<file path="src/rtl/emblem_seq.sv">
// Frame-synchronous emblem overlay sequencer: wipe-in, hold, blink, wipe-out; state moves only on frame_start.
// Outputs register one clk after a tick; emblem_gate is combinational in y. EMBLEM_SEQ_AUTOLOOP_EN adds timed auto-restart.
module emblem_seq #(
    parameter int EMBLEM_Y0    = 144,
    parameter int EMBLEM_H     = 160,
    parameter int WIPE_STEP    = 4,
    parameter int HOLD_FRAMES  = 120,
    parameter int BLINK_PERIOD = 8,
    parameter int BLINK_COUNT  = 3,
    parameter int LOOP_GAP     = 60
) (
    input  logic       clk,
    input  logic       rst,
    input  logic       frame_start,
    input  logic       start,
    input  logic       stop,
    input  logic [9:0] y,
    output logic       overlay_en,
    output logic [7:0] reveal,
    output logic       emblem_gate,
    output logic       highlight,
    output logic       busy,
    output logic       done
);
    localparam logic [2:0] S_IDLE     = 3'd0;
    localparam logic [2:0] S_WIPE_IN  = 3'd1;
    localparam logic [2:0] S_HOLD     = 3'd2;
    localparam logic [2:0] S_BLINK    = 3'd3;
    localparam logic [2:0] S_WIPE_OUT = 3'd4;

    localparam logic [8:0] H9         = 9'(EMBLEM_H);
    localparam logic [8:0] STEP9      = 9'(WIPE_STEP);
    localparam logic [8:0] HOLD_LAST  = 9'(HOLD_FRAMES - 1);
    localparam logic [8:0] BLINK_LAST = 9'(BLINK_PERIOD - 1);
    localparam logic [3:0] TOG_END    = 4'(2 * BLINK_COUNT - 1);
    localparam logic [9:0] Y0         = 10'(EMBLEM_Y0);

    logic [2:0] state;
    logic [8:0] cnt;
    logic [3:0] tog;
    logic       start_pend;
    logic       stop_pend;
    logic       start_req;
    logic       stop_req;
    logic [8:0] reveal9;
    logic [8:0] reveal_up;
    logic [8:0] reveal_dn;
    logic [3:0] tog_next;
    logic       auto_go;

    // A request coincident with the tick counts at that tick.
    assign start_req = start_pend | start;
    assign stop_req  = stop_pend | stop;
    assign reveal9   = {1'b0, reveal};
    assign reveal_up = reveal9 + STEP9;
    assign reveal_dn = reveal9 - STEP9;
    assign tog_next  = tog + 4'd1;

    assign emblem_gate = overlay_en && (y >= Y0) && ((y - Y0) < {2'b00, reveal});

`ifdef EMBLEM_SEQ_AUTOLOOP_EN
    localparam logic [8:0] GAP_LAST = 9'(LOOP_GAP - 1);

    logic       loop_arm;
    logic       aborted;
    logic [8:0] gap;

    assign auto_go = loop_arm && (gap == GAP_LAST);

    // Only a natural completion arms the restart; any stop along the way disqualifies it.
    always_ff @(posedge clk) begin
        if (rst) begin
            loop_arm <= 1'b0;
            aborted  <= 1'b0;
            gap      <= 9'd0;
        end else if (frame_start) begin
            case (state)
                S_IDLE: begin
                    if (stop_req) begin
                        loop_arm <= 1'b0;
                    end else if (start_req || auto_go) begin
                        loop_arm <= 1'b0;
                        aborted  <= 1'b0;
                        gap      <= 9'd0;
                    end else if (loop_arm) begin
                        gap <= gap + 9'd1;
                    end
                end
                S_WIPE_IN, S_HOLD, S_BLINK: begin
                    if (stop_req) aborted <= 1'b1;
                end
                S_WIPE_OUT: begin
                    if (reveal9 <= STEP9) begin
                        loop_arm <= !aborted;
                        gap      <= 9'd0;
                    end
                end
                default: ;
            endcase
        end
    end
`else
    assign auto_go = 1'b0;
`endif

    always_ff @(posedge clk) begin
        if (rst) begin
            state      <= S_IDLE;
            cnt        <= 9'd0;
            tog        <= 4'd0;
            start_pend <= 1'b0;
            stop_pend  <= 1'b0;
            overlay_en <= 1'b0;
            reveal     <= 8'd0;
            highlight  <= 1'b0;
            busy       <= 1'b0;
            done       <= 1'b0;
        end else begin
            done <= 1'b0;
            if (!frame_start) begin
                start_pend <= start_pend | start;
                stop_pend  <= stop_pend | stop;
            end else begin
                start_pend <= 1'b0;
                stop_pend  <= 1'b0;
                case (state)
                    S_IDLE: begin
                        if (!stop_req && (start_req || auto_go)) begin
                            state      <= S_WIPE_IN;
                            busy       <= 1'b1;
                            overlay_en <= 1'b1;
                            reveal     <= 8'd0;
                            highlight  <= 1'b0;
                        end
                    end
                    S_WIPE_IN: begin
                        if (stop_req) begin
                            state <= S_WIPE_OUT;
                        end else if (reveal_up >= H9) begin
                            reveal <= H9[7:0];
                            state  <= S_HOLD;
                            cnt    <= 9'd0;
                        end else begin
                            reveal <= reveal_up[7:0];
                        end
                    end
                    S_HOLD: begin
                        if (stop_req) begin
                            state <= S_WIPE_OUT;
                        end else if (cnt == HOLD_LAST) begin
                            state     <= S_BLINK;
                            cnt       <= 9'd0;
                            tog       <= 4'd0;
                            highlight <= 1'b1;
                        end else begin
                            cnt <= cnt + 9'd1;
                        end
                    end
                    S_BLINK: begin
                        if (stop_req) begin
                            state     <= S_WIPE_OUT;
                            highlight <= 1'b0;
                        end else if (cnt == BLINK_LAST) begin
                            cnt       <= 9'd0;
                            highlight <= ~highlight;
                            tog       <= tog_next;
                            // Odd toggle count leaves highlight off on exit.
                            if (tog_next == TOG_END) state <= S_WIPE_OUT;
                        end else begin
                            cnt <= cnt + 9'd1;
                        end
                    end
                    S_WIPE_OUT: begin
                        if (reveal9 <= STEP9) begin
                            reveal     <= 8'd0;
                            overlay_en <= 1'b0;
                            state      <= S_IDLE;
                            busy       <= 1'b0;
                            done       <= 1'b1;
                        end else begin
                            reveal <= reveal_dn[7:0];
                        end
                    end
                    default: begin
                        state <= S_IDLE;
                        busy  <= 1'b0;
                    end
                endcase
            end
        end
    end
endmodule

</file>
<file path="config.mk">
export PLATFORM = sky130hd
export DESIGN_NAME = emblem_seq
export DESIGN_NICKNAME = d
export VERILOG_FILES = /design/src/rtl/emblem_seq.sv
export SDC_FILE = /design/constraint.sdc
export NUM_CORES = 1
export LEC_CHECK = 0
export ABC_AREA = 1
export CORE_AREA = 2 2 69 71
export CTS_CLUSTER_SIZE = 12
export DETAILED_ROUTE_END_ITERATION = 8
export DIE_AREA = 0 0 71 73
export HOLD_SLACK_MARGIN = 0.02
export PLACE_DENSITY = 0.72
export SLEW_MARGIN = 10
export SYNTH_ARGS = -nofsm -noshare
export SYNTH_HDL_FRONTEND = slang
export SYNTH_SLANG_ARGS = --single-unit
</file>
<file path="constraint.sdc">
create_clock -name clk -period 2.32 [get_ports clk]
set_clock_uncertainty 0.2 [all_clocks]
set_input_delay 0.58 -clock clk [delete_from_list [all_inputs] [get_ports clk]]
set_output_delay 0.58 -clock clk [all_outputs]
set_load 0.02 [all_outputs]
</file>
==> reports/results.ini <==
[logic_synthesis]
yosys.area.top_type=dfxtp_1
synth-warning-count=0
synth-main-ff-cell=dfxtp_1
syn-instance-count=332
synth-async-reset-ratio=0
ys_seq_area_frac=0.260
synth_edf_count=0
synth.top_cell.area_share=0.260
yosys-top-cells-area=dfxtp_1 26%, nand2_1 14%, ha_1 7.5%
syn_area_um2=2150
yosysUniqueCellTypes=37
synth_seq_cells=28
syn_area_per_cell_um2=6.49

[power]
p_per_area_nw_per_um2=409
power_w=0.00112
leakagePower_nw=1.19
vdd_drop_max_mv=0.218

[drt]
first_iter_violations=160
viasPerCell=5.10
route.detailed.drc=0
num_vias=2198
drt-pass1-iter-count=4
routed_wl_um=4880
avgRoutedWirePerCell_um=11.3
final_antenna_net_count=0

[floorplanning]
io_pins=28
core_um2=4540
dieArea_um2=5180
fp-row-count=25
dieHeight_um=73
die_w_um=71
start_util=0.475

[worst_setup_path]
critPathMaxFanout=3
crit_family=adder cells
worst_setup_path_end_kind=output port
cp_slowest_stage_delay_ps=180
slowest_stage=ha_2
critPathArrivalTime_ps=1780
critical_path_class=in -> out
start_kind=primary input
critical_path_required_ps=1540
crit_chain=buf_8, inv_12, ha_2, xor2_1, ha_1, nand2_2, nand4_1, nor2_1, nand2_1, a31oi_4, buf_6
cp.buffers_inverters=3

[placement]
placed_area_um2=2660
port_buffers=23
dp_hpwl_um=3910
finalWeightedCongestion=0.921

[timing]
setup_viol=1
setup_ws_ps=-241
setup_tns_ps=-241
clock.fmax_ghz=0.390
fin_crit_ps=2560
slew_viol_final=0
final-hold-violation-count=0
finalCritPeriodShare=1.10
rsz0062_at_grt=true

[flow_run]
cap_violations=0

[global_route]
grt_pass1_wl_um=8650
grtUsageTotal=0.204
first_global_vias=1995
grt_max_degree=15
antenna_found_initial=0
grt-ovfl-total=0

[clocking]
holdBufCountCts=0
clkTransAtPathRegs_ps=90
postCtsSetupBuffers=0
cts_buffers=3
cts_root_buf=clkbuf_8
htreeDepth=1
cts_tree=built
clk_latency_ps=270
cts.sinks=28
cts_buffer_depth=2

[outcome]
violations=setup timing
status=complete, but fails checks

[layout]
finalNetCount=407
area_delta_synth_final_pct=26.8
drive_gt1_frac=0.231
final_area_um2=2730
utilization=0.602
fillers=434
diodes=0

[worst_hold_path]
worst_hold_path_type=reg -> reg

-- stage by stage --
step / instances / setup WS [ps] / hold slack (ps)
floorplan: 333 / -117 / 244
global placement: 428 / -1300 / 262
detailed placement: 428 / -1330 / 271
CTS: 431 / -260 / 285
global route: 431 / -378 / 322
finish: 431 / -241 / 276
-- power by group --
group | total, W | internal [W] | switching (W) | leakage (nW)
Sequential | 0.000527 | 0.000505 | 0.0000228 | 0.227
Clock | 0.000261 | 0.000116 | 0.000144 | 0.0216
Combinational | 0.000331 | 0.000144 | 0.000187 | 0.940
-- metal layers --
layer	vias up	routed length, um	GRT usage
li1	1162	-	-
met1	1000	2340	0.268
met2	32	2390	0.355
met3	4	114	0.0221
met4	0	44	0.0608
met5	-	0	0
-- cell usage after synthesis (2+ instances only) --
| master | number |
|---|---|
| nand2_1 | 79 |
| nor2_1 | 38 |
| inv_1 | 31 |
| dfxtp_1 | 28 |
| nand3_1 | 27 |
| a21oi_1 | 22 |
| ha_1 | 13 |
| o21ai_0 | 12 |
| inv_2 | 10 |
| nor3_1 | 7 |
| xor2_1 | 7 |
| nand2_2 | 6 |
| nor2_2 | 5 |
| a21oi_2 | 4 |
| nand4_1 | 4 |
| buf_4 | 3 |
| nand2_4 | 3 |
| nand3_2 | 3 |
| xnor2_1 | 3 |
| a211oi_1 | 2 |
| a31oi_1 | 2 |
| buf_6 | 2 |
| clkbuf_1 | 2 |
| clkinv_1 | 2 |
| nor2_4 | 2 |
| o21a_1 | 2 |
| o21ai_1 | 2 |
| o21bai_1 | 2 |
-- tightest hold or removal path, delay by kind of cell (launching register included) --
kind,cells,cell delay [ps]
compound gates,1,60
buf+inv,1,60
flops,1,320
-- layout make-up --
cell class                      instances  area (um2)  area share
Clock buffer                            3        41.3      0.0151
Inverter                               44         195      0.0714
Multi-Input combinational cell        254        1460       0.533
Sequential cell                        28         562       0.206
Tap cell                               54        67.6      0.0247
Timing Repair Buffer                   48         412       0.151
-- path summary, 6_finish.rpt --
path,slack (ps),cells after the start,from,to
hold reg to reg,280,2,tog[3],tog[3]
hold / removal,280,2,tog[3],tog[3]
setup / recovery,-240,11,y[4],emblem_gate
setup reg to reg,320,10,reveal[2],reveal[3]
-- state kept, by name (all words and copies together), names as in the netlist --
name and cells:
busy 1, cnt 9, done 1, highlight 1, overlay_en 1, reveal 6
start_pend 1, state 3, stop_pend 1, tog 4
-- cells in the final DEF (no fill, tap or decap), types with 3 or more instances in the layout --
cell / n
o21ai_1: 3
nand3_1: 26
nand2_1: 78
nor2_2: 5
dfxtp_1: 27
clkdlybuf4s50_1: 16
ha_1: 9
nor2_1: 38
nand2_4: 3
ha_4: 3
nor3_1: 7
buf_6: 3
inv_2: 13
a21oi_2: 4
nand2_2: 7
xor2_1: 7
inv_1: 25
nand3_2: 3
o21ai_0: 11
clkbuf_8: 3
nand4_1: 4
buf_2: 3
buf_4: 25
a21oi_1: 22
-- cell families (layout without fill, tap and decap cells) --
group,after synthesis,after routing,share of synthesized area
and+or+nand+nor,177,177,0.375
adders and majority gates,13,13,0.0755
xor gates and xnor gates,10,10,0.0407
buffers and inverters,51,95,0.102
AOI/OAI and AO/OA,52,52,0.145
DFF,28,28,0.260
other,1,2,0.00174
-- timing repair --
item / 4_1_cts / 5_1_grt
pin swaps: 12 / 0
resized for setup: 43 / 1
endpoints found under the setup margin: 1 / 1
Power figures use the tool's default switching activity.
==> variant 1 (config.mk and constraints unchanged) <==
Register the inputs `start` and `y` before use, without a reset. The logic sees them one clock later. The other inputs are not delayed to match. Comments in the files are not updated.
--- a/src/rtl/emblem_seq.sv
+++ b/src/rtl/emblem_seq.sv
@@ -35,6 +35,14 @@
     localparam logic [3:0] TOG_END    = 4'(2 * BLINK_COUNT - 1);
     localparam logic [9:0] Y0         = 10'(EMBLEM_Y0);
 
+    logic start_q;
+    logic [9:0] y_q;
+
+    always_ff @(posedge clk) begin
+        start_q <= start;
+        y_q     <= y;
+    end
+
     logic [2:0] state;
     logic [8:0] cnt;
     logic [3:0] tog;
@@ -49,14 +57,14 @@
     logic       auto_go;
 
     // A request coincident with the tick counts at that tick.
-    assign start_req = start_pend | start;
+    assign start_req = start_pend | start_q;
     assign stop_req  = stop_pend | stop;
     assign reveal9   = {1'b0, reveal};
     assign reveal_up = reveal9 + STEP9;
     assign reveal_dn = reveal9 - STEP9;
     assign tog_next  = tog + 4'd1;
 
-    assign emblem_gate = overlay_en && (y >= Y0) && ((y - Y0) < {2'b00, reveal});
+    assign emblem_gate = overlay_en && (y_q >= Y0) && ((y_q - Y0) < {2'b00, reveal});
 
 `ifdef EMBLEM_SEQ_AUTOLOOP_EN
     localparam logic [8:0] GAP_LAST = 9'(LOOP_GAP - 1);
@@ -118,7 +126,7 @@
         end else begin
             done <= 1'b0;
             if (!frame_start) begin
-                start_pend <= start_pend | start;
+                start_pend <= start_pend | start_q;
                 stop_pend  <= stop_pend | stop;
             end else begin
                 start_pend <= 1'b0;
Formal check against the unedited RTL: not equivalent (Yosys sat finds a counterexample within 4 cycles, from zero or initial values and one cycle with rst high).
==> variant 1 against the original RTL <==
The flow still finishes with violations (negative setup slack); sequential share of layout area grew 4.3 points; area after synthesis grew 11%; sequential cell count increased by 9; setup slack worse by 48 ps; final area rose by 9.9%; non-clock buffer count is 2 higher; wire length increased by 8.2%; first-iteration DRC count up 34%; critical endpoint unchanged.
Power is not compared: it rests on default switching activity, and its combinational part moved more than twofold at a synthesized area within 25%.
==> variant 1: results (changes against the original RTL) <==
Run status
  • Outcome: finished, violations left
  • Failing checks: negative setup slack

STA
  • Setup_tns: -289 ps (-47.5 ps)
  • Hold Vio Cnt, Final: 0 (unchanged)
  • Final setup viols: 1 (unchanged)
  • Setup ws final: -289 ps (-47.5 ps)

Cells and area
  • Layout cells sized above 1: 21.6% (-1.5 points)
  • Top flop regs: cnt x9, y_q x8, reveal x6
  • Synth-to-layout area growth: 25.7%
  • Filler Cells Inserted: 387 (-11%)
  • Post-Layout Cell Count: 448 (+3.9%)
  • Total Nets Final: 421 (+3.4%)

Placement
  • DPL Wire Length: 4050 um (+3.5%)
  • RD Place Congestion: 0.852 (-7.5%)
  • Pre-CTS setup slack: -522 ps (+803 ps)
  • Dpl cell area: 2850 um^2 (+7.3%)
  • Placed insts: 439 (+2.6%)

Critical path
  • Cells on worst reg2reg path: 14 (+4)
  • Crit-path max FO: 2 (-1)
  • CP max stage cell: dfxtp_4
  • Arrival time worst endpoint: 1830 ps (+50 ps)
  • Max incr delay on CP: 350 ps (+170 ps)
  • Top Family by Delay on Critical Path: compound AO/OA/AOI/OAI gates

Synth
  • Synth unique cells: 38 (+2.7%)
  • Register area share after synthesis: 31.0% (+5.0 points)
  • Synth Area per Inst: 6.99 um^2 (+7.7%)
  • Post-synth top cells: nand2_1 (77), nor2_1 (44), dfxtp_1 (37), inv_1 (33), nand3_1 (23)
  • Asr flop ratio synth: 0% (unchanged)
  • Synth area leaders: dfxtp_1 (31%), nand2_1 (12%), nor2_1 (6.9%), ha_1 (6.8%), inv_1 (5.2%)

Global routing
  • Total Routing Usage GR: 21.7% (+1.3 points)
  • Grt met1 use: 27.6% (+0.78 points)
  • Met3 Use GR: 4.28% (+2.1 points)
  • Global-route wire length before repair: 8950 um (+3.4%)
  • Vias in the first global route: 2,090 (+4.8%)
  • Met2 GRT Util: 36.1% (+0.62 points)

Route
  • DRT iter0 DRCs: 214 (+34%)
  • Routed WL per cell: 11.8 um (+4.1%)
  • DR vias/cell: 5.13 (+0.58%)

Clock network
  • Total CTS buffers: 5 (+2)
  • Post-cts gate resize count: 13 (-70%)
  • Clk pin slew, worst setup/hold paths: 70 ps (-20 ps)
  • Clk_lat worst skew: 300 ps (+30 ps)
## variant 1: per-layer routing
metal / vias to the layer above / share of wire (%)
met1: 1038 / 45
met3: 10 / 4.5
met2: 54 / 48
li1: 1196 / -
met4: 0 / 2.0
met5: - / 0
## variant 1: kinds of logic after synthesis
group	after synthesis	synth area share (%)
AOI/OAI and AO/OA	52	13.9
adders and majority gates	13	6.81
xor gates and xnor gates	8	2.93
DFF	37	31.0
and+or+nand+nor	180	35.7
other	1	0.157
buffers and inverters	51	9.53
## variant 1: layout make-up
class,instances,area share [%]
Multi-Input combinational cell,255,48.6
Sequential cell,37,24.9
Tap cell,54,2.25
Clock inverter,2,1.21
Inverter,44,5.83
Timing Repair Buffer,50,14.5
Clock buffer,6,2.75
## variant 1: worst paths after layout
path	slack, ps	end	from
max reg2reg	310	cnt[7]	reveal[2]
min	270	tog[3]	tog[3]
min reg2reg	270	tog[3]	tog[3]
max	-290	emblem_gate	reveal[2]
==> variant 2 (same flow settings) <==
Made on the original files. Set the parameter `HOLD_FRAMES` to 64 (it was 120).
--- a/src/rtl/emblem_seq.sv
+++ b/src/rtl/emblem_seq.sv
@@ -4,7 +4,7 @@
     parameter int EMBLEM_Y0    = 144,
     parameter int EMBLEM_H     = 160,
     parameter int WIPE_STEP    = 4,
-    parameter int HOLD_FRAMES  = 120,
+    parameter int HOLD_FRAMES  = 64,
     parameter int BLINK_PERIOD = 8,
     parameter int BLINK_COUNT  = 3,
     parameter int LOOP_GAP     = 60
Function: same outputs for any inputs over 10 cycles, from zero or initial values and one cycle with rst high; that may be too few to reach the edited logic, so the function may still have changed.
==> variant 2 against the original RTL <==
The flow still finishes with violations (negative setup slack); total power is 42% higher; final cell count is 4.9% higher; final area is 2.3% higher; count of clock-buffer cells in the layout stayed put; wire length is 7.4% higher; setup slack worse by 34 ps; critical path depth is 1 higher; area after synthesis is 1.6% higher; sequential cell count stayed put; critical endpoint unchanged; largest cell class unchanged; combinational power is 90% higher; fmax is 1.3% lower.
==> variant 2: results (changes against the original RTL) <==
Run status
  • Outcome: finished, violations left
  • Failing checks: negative setup slack

Global routing
  • Total Routing Usage GR: 20.9% (+0.44 points)
  • Vias in the first global route: 2,135 (+7.0%)

Route
  • DR vias/cell: 5.05 (-0.92%)
  • Metal-1 WL: 2330 um (-0.17%)
  • DRT iter0 DRCs: 108 (-33%)
  • Via count: 2,284 (+3.9%)
  • DR WL met2: 2670 um (+12%)
  • Post-Route WL: 5250 um (+7.4%)
  • Routed met3 length: 189 um (+66%)

Hold path
  • Worst Hold Path EP: busy
  • Hold Startpoint: busy

Power
  • Sw Ratio: 37.5% (+5.8 points)
  • Clock power frac: 25.0% (+1.7 points)

Cells and area
  • Total Nets Final: 427 (+4.9%)
  • Number of logic inverters in the finished layout: 55 (+25%)
  • NonClk Buf Share: 14.5% (-0.61 points)
  • #MultiIn Comb: 264 (+3.9%)
  • Layout cells sized above 1: 17.6% (-5.5 points)

STA
  • Final setup viols: 1 (unchanged)
  • Hold WS: 278 ps (+1.49 ps)
  • Setup ws final: -276 ps (-34.5 ps)

Synth
  • Synth unique cells: 32 (-14%)
  • Mapped Cells: 352 (+6.0%)
  • Post-synth top cells: nand2_1 (102), inv_1 (52), nor2_1 (33)
  • Register area share after synthesis: 25.6% (-0.42 points)

Placement
  • Pre-CTS setup slack: -1360 ps (-36.5 ps)
  • Dpl cell area: 2700 um^2 (+1.3%)
  • RD Place Congestion: 0.899 (-2.3%)

Critical path
  • R2R Path End: cnt[6]
[variant 2: cell count changes after synthesis, moves of 3 or more]
cell     change
inv_2        -7
o21ai_0      -5
a21oi_1      +6
nand2_2      -3
nor2_1       -5
inv_1       +21
nand2_1     +23
a21oi_2      -4
[variant 2: worst max path at each step]
stage                              to  cells after the start
after CTS                 emblem_gate                     12
after floorplan           emblem_gate                     10
final                     emblem_gate                     12
after detailed placement  emblem_gate                     11
after global routing      emblem_gate                     12
after global placement    emblem_gate                     11
[variant 2: worst max-delay path, cell delays in order]
cell and delay, ps:
buf_8 110, inv_12 50, nand3_4 70, xnor2_2 140
inv_2 60, ha_4 220, nand2_2 50, nand4_1 80
nor2_1 90, nand2_1 90, a31oi_4 150, buf_6 130
[variant 2: what timing repair did]
action                                  4_1_cts  5_1_grt
gates resized for setup                      43        0
endpoints found under the setup margin        1        1
pin swaps                                    11        0
hold buffers                                  0        0
setup buffers                                 1        0
